--- src/rtl/bin_buffer_ctrl_if.sv ---
// ---------------------------------------------------------------------------
// bin_buffer_ctrl_if
// Bundles the signals between the binning stage, the frame-buffer BRAM and the
// downstream frame consumer.
//   slave  : controller side (takes pixels and consumer handshakes, drives
//            the BRAM write port, grant, bank selects and drop counter)
//   master : environment side (the mirror image)
// ---------------------------------------------------------------------------
interface bin_buffer_ctrl_if #(
    parameter int ADDR_W = 17
);
    logic              bin_valid_in;
    logic [8:0]        bin_hcount_in;
    logic [7:0]        bin_vcount_in;
    logic              bin_data_in;
    logic              wr_en_out;
    logic [ADDR_W-1:0] wr_addr_out;
    logic              wr_data_out;
    logic              frame_req_in;
    logic              frame_grant_out;
    logic              rd_bank_out;
    logic              frame_release_in;
    logic              wr_bank_out;
    logic [7:0]        frames_dropped_out;

    modport slave (
        input  bin_valid_in, bin_hcount_in, bin_vcount_in, bin_data_in,
        input  frame_req_in, frame_release_in,
        output wr_en_out, wr_addr_out, wr_data_out,
        output frame_grant_out, rd_bank_out, wr_bank_out, frames_dropped_out
    );

    modport master (
        output bin_valid_in, bin_hcount_in, bin_vcount_in, bin_data_in,
        output frame_req_in, frame_release_in,
        input  wr_en_out, wr_addr_out, wr_data_out,
        input  frame_grant_out, rd_bank_out, wr_bank_out, frames_dropped_out
    );
endinterface

--- src/rtl/bin_buffer_ctrl.sv ---
// ---------------------------------------------------------------------------
// bin_buffer_ctrl
// Ping-pong frame-buffer controller behind the 4x4 binning stage. Binned
// pixels become BRAM writes into one of two banks; a completed bank is handed
// to a consumer through request/grant/release. The consumer never sees a
// partially written bank.
// Ports:
//   clk_in, rst_in : clock, asynchronous active-high reset
//   bus (slave)    : pixel stream in, BRAM write port out ({bank, v*W+h}),
//                    frame_req/grant/release handshake, rd_bank/wr_bank,
//                    saturating dropped-frame counter
// ---------------------------------------------------------------------------
module bin_buffer_ctrl #(
    parameter int BIN_W  = 320,
    parameter int BIN_H  = 180,
    parameter int ADDR_W = 17
) (
    input  logic              clk_in,
    input  logic              rst_in,
    bin_buffer_ctrl_if.slave  bus
);
    typedef enum logic {WAIT_SOF, FILL} state_t;

    localparam logic [31:0] W32 = 32'(BIN_W);
    localparam logic [31:0] H32 = 32'(BIN_H);

    state_t            state_q, state_d;
    logic              wr_en_q, wr_en_d;
    logic [ADDR_W-1:0] wr_addr_q, wr_addr_d;
    logic              wr_data_q, wr_data_d;
    logic              grant_q, grant_d;
    logic              rd_bank_q, rd_bank_d;
    logic              wr_bank_q, wr_bank_d;
    logic [7:0]        dropped_q, dropped_d;
    logic [1:0]        full_q, full_d;
    logic              lock_q, lock_d;
    logic              latest_q, latest_d;

    logic [31:0] pix_h, pix_v, lin_addr;
    logic        in_range, pix_ok, is_sof, is_eof;
    logic        grant, release_ok, tgt_bank;

    always_comb begin
        // Full-width arithmetic so out-of-range coordinates cannot alias
        // into a legal address before the range check.
        pix_h    = 32'(bus.bin_hcount_in);
        pix_v    = 32'(bus.bin_vcount_in);
        lin_addr = pix_v * W32 + pix_h;
        in_range = (pix_h < W32) && (pix_v < H32);
        pix_ok   = bus.bin_valid_in && in_range;
        is_sof   = pix_ok && (pix_h == 32'd0) && (pix_v == 32'd0);
        is_eof   = pix_ok && (pix_h == W32 - 32'd1) && (pix_v == H32 - 32'd1);

        state_d   = state_q;
        wr_en_d   = 1'b0;
        wr_addr_d = wr_addr_q;
        wr_data_d = wr_data_q;
        grant_d   = 1'b0;
        rd_bank_d = rd_bank_q;
        wr_bank_d = wr_bank_q;
        dropped_d = dropped_q;
        full_d    = full_q;
        lock_d    = lock_q;
        latest_d  = latest_q;

        // Reader arbitration works from registered state only; a release
        // cycle never grants, even with a request pending.
        release_ok = bus.frame_release_in && lock_q;
        grant = !lock_q && !bus.frame_release_in && bus.frame_req_in &&
                full_q[latest_q] &&
                ((latest_q != wr_bank_q) || (state_q == WAIT_SOF));

        if (release_ok) begin
            lock_d             = 1'b0;
            full_d[rd_bank_q]  = 1'b0;
        end
        if (grant) begin
            grant_d   = 1'b1;
            rd_bank_d = latest_q;
            lock_d    = 1'b1;
        end

        // Idle writer whose current bank has just been (or is being) handed
        // to the consumer moves to the other bank, so it can never write
        // into the consumer's bank.
        tgt_bank = (lock_d && (rd_bank_d == wr_bank_q)) ? ~wr_bank_q : wr_bank_q;

        case (state_q)
            WAIT_SOF: begin
                wr_bank_d = tgt_bank;
                if (is_sof) begin
                    wr_en_d   = 1'b1;
                    wr_addr_d = {tgt_bank, lin_addr[ADDR_W-2:0]};
                    wr_data_d = bus.bin_data_in;
                    // A full bank here was never granted (granted banks are
                    // either locked or already released), so this is a drop.
                    if (full_q[tgt_bank] && (dropped_q != 8'hFF))
                        dropped_d = dropped_q + 8'd1;
                    full_d[tgt_bank] = 1'b0;
                    state_d   = FILL;
                end
            end
            FILL: begin
                // (0,0) here is a resync: written like any other pixel, the
                // frame simply restarts in the same bank.
                if (pix_ok) begin
                    wr_en_d   = 1'b1;
                    wr_addr_d = {wr_bank_q, lin_addr[ADDR_W-2:0]};
                    wr_data_d = bus.bin_data_in;
                end
                if (is_eof) begin
                    full_d[wr_bank_q] = 1'b1;
                    latest_d          = wr_bank_q;
                    state_d           = WAIT_SOF;
                    // Stay on our bank if the consumer owns the other one.
                    wr_bank_d = (lock_d && (rd_bank_d == ~wr_bank_q)) ?
                                wr_bank_q : ~wr_bank_q;
                end
            end
            default: state_d = WAIT_SOF;
        endcase
    end

    always_ff @(posedge clk_in or posedge rst_in) begin
        if (rst_in) begin
            state_q   <= WAIT_SOF;
            wr_en_q   <= 1'b0;
            wr_addr_q <= '0;
            wr_data_q <= 1'b0;
            grant_q   <= 1'b0;
            rd_bank_q <= 1'b0;
            wr_bank_q <= 1'b0;
            dropped_q <= 8'd0;
            full_q    <= 2'b00;
            lock_q    <= 1'b0;
            latest_q  <= 1'b0;
        end else begin
            state_q   <= state_d;
            wr_en_q   <= wr_en_d;
            wr_addr_q <= wr_addr_d;
            wr_data_q <= wr_data_d;
            grant_q   <= grant_d;
            rd_bank_q <= rd_bank_d;
            wr_bank_q <= wr_bank_d;
            dropped_q <= dropped_d;
            full_q    <= full_d;
            lock_q    <= lock_d;
            latest_q  <= latest_d;
        end
    end

    assign bus.wr_en_out          = wr_en_q;
    assign bus.wr_addr_out        = wr_addr_q;
    assign bus.wr_data_out        = wr_data_q;
    assign bus.frame_grant_out    = grant_q;
    assign bus.rd_bank_out        = rd_bank_q;
    assign bus.wr_bank_out        = wr_bank_q;
    assign bus.frames_dropped_out = dropped_q;
endmodule

--- src/flat_wrapper.sv ---
// flat-port wrapper written by rule: the top's interface ports become plain ports
module bin_buffer_ctrl_flat 
#(
    parameter int BIN_W  = 320,
    parameter int BIN_H  = 180,
    parameter int ADDR_W = 17
)
  (clk_in, rst_in, bus_bin_valid_in, bus_bin_hcount_in, bus_bin_vcount_in, bus_bin_data_in, bus_frame_req_in, bus_frame_release_in, bus_wr_en_out, bus_wr_addr_out, bus_wr_data_out, bus_frame_grant_out, bus_rd_bank_out, bus_wr_bank_out, bus_frames_dropped_out);
  bin_buffer_ctrl_if #(.ADDR_W(ADDR_W)) bus_i ();
  input  logic clk_in;
  input  logic rst_in;
  input wire logic [$bits(bus_i.bin_valid_in)-1:0] bus_bin_valid_in;
  input wire logic [$bits(bus_i.bin_hcount_in)-1:0] bus_bin_hcount_in;
  input wire logic [$bits(bus_i.bin_vcount_in)-1:0] bus_bin_vcount_in;
  input wire logic [$bits(bus_i.bin_data_in)-1:0] bus_bin_data_in;
  input wire logic [$bits(bus_i.frame_req_in)-1:0] bus_frame_req_in;
  input wire logic [$bits(bus_i.frame_release_in)-1:0] bus_frame_release_in;
  output wire logic [$bits(bus_i.wr_en_out)-1:0] bus_wr_en_out;
  output wire logic [$bits(bus_i.wr_addr_out)-1:0] bus_wr_addr_out;
  output wire logic [$bits(bus_i.wr_data_out)-1:0] bus_wr_data_out;
  output wire logic [$bits(bus_i.frame_grant_out)-1:0] bus_frame_grant_out;
  output wire logic [$bits(bus_i.rd_bank_out)-1:0] bus_rd_bank_out;
  output wire logic [$bits(bus_i.wr_bank_out)-1:0] bus_wr_bank_out;
  output wire logic [$bits(bus_i.frames_dropped_out)-1:0] bus_frames_dropped_out;
  assign bus_i.bin_valid_in = bus_bin_valid_in;
  assign bus_i.bin_hcount_in = bus_bin_hcount_in;
  assign bus_i.bin_vcount_in = bus_bin_vcount_in;
  assign bus_i.bin_data_in = bus_bin_data_in;
  assign bus_i.frame_req_in = bus_frame_req_in;
  assign bus_i.frame_release_in = bus_frame_release_in;
  assign bus_wr_en_out = bus_i.wr_en_out;
  assign bus_wr_addr_out = bus_i.wr_addr_out;
  assign bus_wr_data_out = bus_i.wr_data_out;
  assign bus_frame_grant_out = bus_i.frame_grant_out;
  assign bus_rd_bank_out = bus_i.rd_bank_out;
  assign bus_wr_bank_out = bus_i.wr_bank_out;
  assign bus_frames_dropped_out = bus_i.frames_dropped_out;
  bin_buffer_ctrl #(.BIN_W(BIN_W), .BIN_H(BIN_H), .ADDR_W(ADDR_W)) u_core (.clk_in(clk_in), .rst_in(rst_in), .bus(bus_i));
endmodule
--- config.mk ---
export PLATFORM = sky130hd
export DESIGN_NAME = bin_buffer_ctrl_flat
export DESIGN_NICKNAME = d
export VERILOG_FILES = /design/src/rtl/bin_buffer_ctrl_if.sv /design/src/rtl/bin_buffer_ctrl.sv /design/src/flat_wrapper.sv
export SDC_FILE = /design/constraint.sdc
export NUM_CORES = 1
export LEC_CHECK = 0
export BUFFER_PORTS_ARGS = -buffer_cell sky130_fd_sc_hd__buf_4
export CORE_MARGIN = 2
export CORE_UTILIZATION = 40
export DETAILED_ROUTE_END_ITERATION = 10
export PLACE_DENSITY_LB_ADDON = 0.25
export SYNTH_ARGS = -nofsm -noshare
export SYNTH_HDL_FRONTEND = slang
export SYNTH_SLANG_ARGS = --single-unit
--- constraint.sdc ---
create_clock -name clk_in -period 5.1 [get_ports clk_in]
set_input_delay 0.51 -clock clk_in [delete_from_list [all_inputs] [get_ports clk_in]]
set_output_delay 0.51 -clock clk_in [all_outputs]
set_load 0.02 [all_outputs]
==> flow_metrics.env <==
export IMPL_status="finished clean"
export IMPL_cp_max_fo=5
export IMPL_die_y_um=78.0
export IMPL_startpoint_type="primary input"
export IMPL_drive_gt1_share_pct=25.1
export IMPL_antenna_cells=0
export IMPL_skew_ns=0.00554
export IMPL_setup_viol_count_final=0
export IMPL_synth_edf_count=0
export IMPL_fin_cells=361
export IMPL_drc=0
export IMPL_rsz0062_at_grt="no"
export IMPL_synth_distinct_cells=51
export IMPL_core_area_um2=5200
export IMPL_finish_utilization_pct=53.3
export IMPL_yosysTopAreaCell="dfrtp_1"
export IMPL_postRouteAntennaNets=0
export IMPL_dieArea_um2=6080
export IMPL_dp_hpwl_um=3720
export IMPL_yosysWarnings=0
export IMPL_rows=26
export IMPL_cts_sinks=35
export IMPL_ff2ff_setup_slack_ns=3.00
export IMPL_cts_root_buffer="clkbuf_8"
export IMPL_fmax_ghz=0.387
export IMPL_slew_headroom_pct=32.3
export IMPL_post_route_min_period_ns=2.58
export IMPL_avgSynthCellArea_um2=9.36
export IMPL_nNetsFinal=331
export IMPL_use_met1_pct=23.4
export IMPL_worst_path_most_repeated_cell="ha_1"
export IMPL_ys_ff_latch=35
export IMPL_met2_usage_pct=27.2
export IMPL_grt_overflow_total=0
export IMPL_cts_tree="done"
export IMPL_start_util_pct=42.1
export IMPL_hold_buffers=0
export IMPL_dpl_worst_slack_ns=2.22
export IMPL_cap_viol_max_count=0
export IMPL_crit_chain="buf_4 -> ha_1 -> ha_1 -> fa_1 -> a21o_1 -> a311o_1 -> a21oi_1 -> xor2_1 -> xnor2_1 -> o21ai_0"
export IMPL_grt_pass1_wl_um=8510
export IMPL_p_leak_uw=0.00144
export IMPL_antenna_found_initial=0
export IMPL_critPathBufInv=1
export IMPL_vias_per_cell=5.09
export IMPL_synth_area_leaders="dfrtp_1, ha_1, nand2_1"
export IMPL_die_w_um=78.0
export IMPL_drtIter0Drc=80
export IMPL_syn_nets=275
export IMPL_path_clk_slew_ns=0.07
export IMPL_synth_top_cell_area_share_pct=40.0
export IMPL_cp_slowest_stage_delay_ns=0.40
export IMPL_numPortBuffers=52
export IMPL_tns_ns=0
export IMPL_final_hold_violation_count=0
export IMPL_hold_ws_ns=0.319
export IMPL_syn_cell_area_um2=2190
export IMPL_post_cts_buffers=0
export IMPL_use_met3_pct=3.37
export IMPL_arrival_ns=2.71
export IMPL_wl_um=4800
export IMPL_fill_cells=496
export IMPL_crit_family="adder cells"
export IMPL_top_usage_layer="met2"
export IMPL_worst_pin_slew_ns=1.01
export IMPL_crit_type="in2reg"
export IMPL_clockBufferDepth=2
export IMPL_synth_top_flop_cell="dfrtp_1"
export IMPL_grt_pass1_vias=1868
export IMPL_hold_class="in2async"
export IMPL_synthArstFlopShare_pct=100
export IMPL_cts_resized=0
export IMPL_dr_pass1_iters=4
export IMPL_place_inst=353
export IMPL_synthCells=234
export IMPL_final_max_slew_viol_count=0
export IMPL_synth_most_common_cell="nand2_1"
export IMPL_pwr_density_cell_nw_per_um2=232
export IMPL_post_drt_wl_per_cell_um=13.3
export IMPL_clock_latency_ns=0.28
export IMPL_yosysSeqAreaShare_pct=40.0
export IMPL_period_share_pct=50.6
export IMPL_required_ns=5.22
export IMPL_cts_buffers=5
export IMPL_synth_top_cells_by_count="nand2_1, dfrtp_1, ha_1, a21oi_1, xor2_1"
export IMPL_h_tree_depth=2
export IMPL_area_growth_pct=26.7
export IMPL_grt_usage_pct=17.1
export IMPL_fin_ws_ns=2.52
export IMPL_gp_congestion=0.821
export IMPL_vias=1839
export IMPL_pin_count=53
export IMPL_ir_drop_uv=124
export IMPL_critPathCaptureType="register"
export IMPL_slowest_stage="fa_1"
export IMPL_grt_start_max_net_pins=36
==> area by class of cell <==
class	instances	area, um^2	area share [%]
multi-input cells	188	1270	45.8
repair buffers	53	398	14.3
clock inverters	2	35.0	1.26
inverters	7	26.3	0.947
flip-flops and latches	35	876	31.6
well taps	70	87.6	3.16
clock buffers	6	82.6	2.98
==> routing by layer <==
layer  part of all wire, %  vias to the layer above  wire length (um)
met1                    49                      851              2370
met2                    45                       40              2160
met5                     0                        -                 0
met3                   4.6                        5               221
met4                   1.1                        0                51
li1                      -                      943                 -
==> worst paths after layout <==
| check | endpoint | cells after the start | from |
|---|---|---|---|
| max | u_core.bus.wr_addr_out[15] | 10 | bus_bin_vcount_in[1] |
| max in group asynchronous | u_core.bus.wr_addr_out[1] | 3 | rst_in |
| min in group clk_in | u_core.bus.wr_data_out | 3 | bus_bin_data_in |
| max reg2reg | u_core.bus.frames_dropped_out[1] | 6 | u_core.state_q |
| min reg2reg | u_core.bus.wr_addr_out[14] | 2 | u_core.bus.wr_addr_out[14] |
| min | u_core.bus.frame_grant_out | 3 | rst_in |
==> placed cells by master, fill, tap and decap left out, types with 2 or more instances in the layout <==
master	n
nor4_1	2
nor2b_1	5
xnor2_1	6
ha_1	16
nand4b_1	2
nand2b_1	3
and2_1	2
o21ai_0	11
clkbuf_8	6
nor2_1	10
dfrtp_1	35
inv_1	5
fa_1	2
a21boi_0	3
buf_4	53
nor3b_1	3
nand3_1	5
o21ai_1	3
nand4_1	7
xor2_1	12
nand2_1	48
a21o_1	5
a21oi_1	12
nor3_1	3
inv_2	2
o211ai_1	3
==> registers in the layout, indices dropped and copies added, names as in the netlist <==
register,cells
u_core.bus.frame_grant_out,1
u_core.bus.wr_data_out,1
u_core.bus.wr_en_out,1
u_core.bus.rd_bank_out,1
u_core.bus.wr_bank_out,1
u_core.state_q,1
u_core.lock_q,1
u_core.latest_q,1
u_core.bus.frames_dropped_out,8
u_core.bus.wr_addr_out,17
u_core.full_q,2
==> tightest hold or removal path, cell delays in order <==
cell	delay [ns]
buf_4	0.11
inv_1	0.04
buf_4	0.38
==> metrics by stage <==
stage	instance area (um^2)	power (uW)
6_report	2780	644
4_1_cts	2780	652
2_1_floorplan	2190	352
5_1_grt	2780	676
3_3_place_gp	2660	386
3_5_place_dp	2660	388
==> kinds of logic (layout without fill, tap and decap cells) <==
family / Yosys count / count (layout) / synth area share, %
AO/OA/AOI/OAI: 53 / 53 / 16.1
flip-flops: 35 / 35 / 40.0
multiplexers: 3 / 3 / 1.66
AND/OR/NAND/NOR: 96 / 96 / 22.0
XOR/XNOR: 18 / 18 / 7.20
buffers and inverters: 11 / 68 / 2.06
adder cells (fa/ha/maj): 18 / 18 / 11.0
==> power breakdown <==
group | leakage [uW] | internal, uW | switching [uW]
clock network | 0.0000612 | 158 | 104
registers | 0.000489 | 277 | 0.0623
logic | 0.000885 | 46.9 | 57.2
(Power assumes the default switching activity.)
